--- src/rtl/vga_pkg.sv ---
// rtl/vga_pkg.sv - shared VGA frame buffer types and default geometry
package vga_pkg;

  typedef enum logic [1:0] {
    HUNT = 2'd0,
    RUN  = 2'd1,
    DONE = 2'd2
  } fw_state_t;

  localparam int unsigned default_data_width = 12;
  localparam int unsigned default_horiz      = 640;
  localparam int unsigned default_vert       = 480;
  localparam int unsigned default_h_width    = 10;
  localparam int unsigned default_v_width    = 10;
  localparam int unsigned default_addr_width = 19;

endpackage

--- src/rtl/frame_writer.sv ---
// rtl/frame_writer.sv - raster pixel stream to linear frame buffer writes
module frame_writer
  import vga_pkg::*;
#(
  parameter int unsigned data_width = default_data_width,
  parameter int unsigned horiz      = default_horiz,
  parameter int unsigned vert       = default_vert,
  parameter int unsigned h_width    = default_h_width,
  parameter int unsigned v_width    = default_v_width,
  parameter int unsigned addr_width = default_addr_width
) (
  input  logic                  clk,
  input  logic                  rst_n,
  input  logic                  s_valid,
  output logic                  s_ready,
  input  logic [data_width-1:0] s_data,
  input  logic                  s_sof,
  input  logic                  s_eol,
  output logic                  wr_en,
  output logic [addr_width-1:0] wr_addr,
  output logic [data_width-1:0] wr_data,
  output logic                  frame_done,
  output logic                  err,
  output logic [7:0]            frame_cnt
);

  localparam logic [h_width-1:0] x_last = h_width'(horiz - 1);
  localparam logic [v_width-1:0] y_last = v_width'(vert - 1);

  fw_state_t             state, state_next;
  logic [h_width-1:0]    x;
  logic [v_width-1:0]    y;
  logic [addr_width-1:0] addr;

  logic accept, at_x_last, last_pix;
  logic do_write, do_sof, do_err, do_last;

  assign accept    = s_valid && s_ready;
  assign at_x_last = (x == x_last);
  assign last_pix  = at_x_last && (y == y_last) && s_eol;

  always_ff @(posedge clk or negedge rst_n) begin
    if (!rst_n) state <= HUNT;
    else        state <= state_next;
  end

  // Framing checks in RUN are ordered: a fresh sof always wins over marker errors.
  always_comb begin
    state_next = state;
    do_write   = 1'b0;
    do_sof     = 1'b0;
    do_err     = 1'b0;
    do_last    = 1'b0;
    case (state)
      HUNT: begin
        if (accept && s_sof) begin
          do_write   = 1'b1;
          do_sof     = 1'b1;
          state_next = RUN;
        end
      end
      RUN: begin
        if (accept) begin
          if (s_sof) begin
            do_err   = 1'b1;
            do_write = 1'b1;
            do_sof   = 1'b1;
          end else if (s_eol && !at_x_last) begin
            do_err     = 1'b1;
            state_next = HUNT;
          end else if (at_x_last && !s_eol) begin
            do_err     = 1'b1;
            state_next = HUNT;
          end else begin
            do_write = 1'b1;
            if (last_pix) begin
              do_last    = 1'b1;
              state_next = DONE;
            end
          end
        end
      end
      DONE:    state_next = HUNT;
      default: state_next = HUNT;
    endcase
  end

  always_comb begin
    s_ready = (state != DONE);
  end

  // addr runs one ahead of the beat being written, so wr_addr == y*horiz+x without a multiply.
  always_ff @(posedge clk or negedge rst_n) begin
    if (!rst_n) begin
      x          <= '0;
      y          <= '0;
      addr       <= '0;
      wr_en      <= 1'b0;
      wr_addr    <= '0;
      wr_data    <= '0;
      frame_done <= 1'b0;
      err        <= 1'b0;
      frame_cnt  <= '0;
    end else begin
      wr_en      <= do_write;
      err        <= do_err;
      frame_done <= do_last;
      if (do_write) begin
        wr_data <= s_data;
        wr_addr <= do_sof ? '0 : addr;
      end
      if (do_sof) begin
        addr <= addr_width'(1);
        x    <= h_width'(1);
        y    <= '0;
      end else if (do_write) begin
        addr <= addr + addr_width'(1);
        if (at_x_last) begin
          x <= '0;
          y <= do_last ? '0 : y + v_width'(1);
        end else begin
          x <= x + h_width'(1);
        end
      end
      if (do_last) frame_cnt <= frame_cnt + 8'd1;
    end
  end

endmodule

--- config.mk ---
export PLATFORM = sky130hd
export DESIGN_NAME = frame_writer
export DESIGN_NICKNAME = d
export VERILOG_FILES = /design/src/rtl/vga_pkg.sv /design/src/rtl/frame_writer.sv
export SDC_FILE = /design/constraint.sdc
export NUM_CORES = 1
export LEC_CHECK = 0
export ABC_AREA = 1
export ABC_CLOCK_PERIOD_IN_PS = 2700
export CAP_MARGIN = 5
export CORE_MARGIN = 5
export CORE_UTILIZATION = 57
export CTS_BUF_LIST = sky130_fd_sc_hd__clkbuf_8
export DETAILED_ROUTE_END_ITERATION = 16
export GPL_TIMING_DRIVEN = 0
export PLACE_DENSITY = 0.89
export SETUP_SLACK_MARGIN = 0.15
export SLEW_MARGIN = 20
export SYNTH_ARGS = -nofsm -noshare
export SYNTH_HDL_FRONTEND = slang
export SYNTH_SLANG_ARGS = --single-unit
export TNS_END_PERCENT = 10
--- constraint.sdc ---
create_clock -name clk -period 2.7 [get_ports clk]
set_input_delay 0.405 -clock clk [delete_from_list [all_inputs] [get_ports clk]]
set_output_delay 0.405 -clock clk [all_outputs]
set_load 0.005 [all_outputs]
==> impl_results.md <==
* Async SR Flop Fraction at 1.00
* Crit path max fanout at 10
* Crit path kind: reg2reg
* Synth area leaders: dfrtp_1 48%, nand2_1 15%, nand3_1 5.2%
* Syn_area_per_cell at 7.87 sq um
* CTS H-tree lvls at 3
* Register area at 0.00208 sq mm
* Most common cell in the netlist: nand2_1
* Status: complete, no violations
* Initial antenna violation count at 0
* Lkg Pwr at 2.47 nW
* Placed cells at 710
* Sequential fraction of the synthesis area at 0.479
* Hpwl dp at 7770 um
* Clk sinks at 83
* Period utilization at 0.881
* Vias in the first global route at 4086
* Peak supply drop at 0.000367 V
* Startpoint Class: register
* Initial drt markers at 337
* Synth-to-Final Area Change at 22.4%
* Share of cells above drive strength 1 at 0.105
* Cell taking the most area after synthesis: dfrtp_1
* Arr. time, crit path at 2660 ps
* Post-CTS Setup Bufs at 0
* Fillcell total at 543
* Internal at 2.21 mW
* Final setup vio count at 0
* IO Pins at 60
* Synth top area share at 0.479
* Sw frac at 0.314
* FF-to-FF Start: x[7]$_DFFE_PN0P_
* Synth unique cells at 33
* Port Buffers at 59
* CTS buffer count at 9
* Combinational power share at 0.222
* Reg power frac at 0.493
* Max_slew headroom at 0.643
* GRT overflow at 0
* NetSw at 1.01 mW
* Min-Delay Path Class: reg2reg
* Hold path start: wr_addr[10]$_DFFE_PN0P_
* Die area at 0.00945 sq mm
* Top FF cell, synth: dfrtp_1
* Worst Clk Skew at 13.6 ps
* Element type at the critical path end: register
* Final wirelength at 10700 um
* Nets@finish at 646
* Clock share of power at 0.285
* Remaining antenna violation count at 0
* Synthesis warning total at 0
* Final cell count without fillers at 727
* Clock Root Buffer: clkbuf_8
* Hold Fails Final Rpt at 0
* Yosys reg bits at 83
* Residual DRC count at 0
* Vias at 3986
* Commonest cells in the netlist: 170 x nand2_1, 83 x dfrtp_1, 59 x inv_1, 49 x nor2_1, 45 x nand3_1
* Worst-path clk slew at 80 ps
* Initial Util at 0.591
* Tot GR Track Use at 0.234
* Synthesized net count at 574
* Multi-input logic area at 0.00192 sq mm
* Clock buffer depth at 2
* Max-cap violations at 0
* Worst skew pair latency at 350 ps
* CP startpoint: x[7]$_DFFE_PN0P_
* Post-route minimum period at 2380 ps
* CTS tree: yes
* Number of diodes at 0
* Mapped Area at 0.00433 sq mm
* Power density over the cells at 608 mW/mm^2
* Setup_tns at 0 ps
* Max Clock Freq at 420 MHz
* First-pass GRT wire length at 18500 um
* Syn Inst Count at 551
* Total power at 3.22 mW
* CP Data Required Time at 2980 ps
* DR WL/cell at 14.7 um
* Cell Rows at 31
* Gpl congestion at 0.900
* Worst slew pin tran at 532 ps
* DRT Pass-1 Iters at 5
* Die width at 97.2 um
* Placeable Area at 0.00733 sq mm
* Slew Viols, Final at 0
* Largest net degree at the start of global routing at 58
* Number of synthesized flops with an enable pin at 0
* Routed vias/inst at 5.48
* Die height at 97.2 um
* RSZ-0062 raised after global routing: false
[final cells by class]
class,count,area share
multi-input combinational,387,0.362
clock buffer,11,0.0285
timing repair buffer,61,0.118
clock inverter,5,0.00990
buffer,17,0.0200
sequential,83,0.392
inverter,64,0.0462
tap,99,0.0233
[power groups by stage]
stage | sequential, mW | combinational, mW | clock, mW
final | 1.59 | 0.715 | 0.919
after global routing | 1.61 | 0.805 | 0.969
after CTS | 1.58 | 0.713 | 0.919
after detailed placement | 1.61 | 0.706 | 0
after global placement | 1.59 | 0.671 | 0
after floorplan | 1.58 | 0.398 | 0
[metal layers]
metal,share of wire,GRT usage,vias up
met1,0.42,0.291,1891
met2,0.48,0.389,165
met4,0.022,0.106,0
met3,0.073,0.0524,21
li1,-,-,1909
met5,0,0,-
[sequential cells by signal, indices dropped and copies added, names as in the netlist]
register,cells
addr,19
wr_addr,19
wr_data,12
x,10
y,10
frame_cnt,8
state,2
err,1
frame_done,1
wr_en,1
[final timing paths]
check | slack (ps) | depth (start not counted) | end
min | 480 | 2 | wr_addr[10]$_DFFE_PN0P_
max | 320 | 13 | addr[18]$_DFFE_PN0P_
max in group asynchronous | 1590 | 3 | x[0]$_DFFE_PN0P_
min reg2reg | 480 | 2 | wr_addr[10]$_DFFE_PN0P_
max reg2reg | 320 | 13 | addr[18]$_DFFE_PN0P_
min in group asynchronous | 510 | 2 | wr_data[9]$_DFFE_PN0P_
[placed cells by master, fill, tap and decap left out, types with 3 or more instances in the layout]
cell type        count
nor2_1              48
nand2_1            170
inv_1               60
dfrtp_1             82
nand2_2              9
nor2_4               5
o21ai_0             21
nor3_1              12
nand4_1             16
inv_2                3
a21oi_1              8
buf_2               13
clkbuf_8            11
o31ai_1             16
nand3_2              3
nand3_1             44
xor2_1               7
clkdlybuf4s50_1     58
o21ai_1              4
nor2_2               3
ha_1                 6
buf_6                3
[per-stage QoR]
step	hold WS, ps	worst slack [ps]	area (sq um)	utilization
after floorplan	109	684	4330	-
after global placement	462	-1660	5050	0.689
after detailed placement	347	281	5070	0.692
after CTS	488	258	5290	0.721
after global routing	524	165	5310	0.724
final	484	321	5310	0.724
[worst max-delay path, cell delays in order, from the launching register on]
cell     delay, ps
dfrtp_1        420
inv_1          130
nand2_1         70
nor2_1         210
nand3_2        150
inv_1           90
ha_1           260
nand3_2        100
nand2_2         80
nand2_4        160
buf_4          220
buf_2          260
nand2_1         80
nand2_1         70
[kinds of logic (layout without fill, tap and decap cells)]
logic type,Yosys count,count (layout),synth area share
simple gates,315,315,0.323
buf+inv,81,158,0.0800
xor+xnor,9,9,0.0182
fa+ha+maj,6,6,0.0173
flops,83,83,0.479
compound gates,57,57,0.0823
[timing repair]
item	4_1_cts	5_1_grt
resized for setup	0	6
hold buffers	1	0
setup endpoints to repair	0	20
endpoints found under the hold margin	26	0
(Power assumes the default switching activity.)
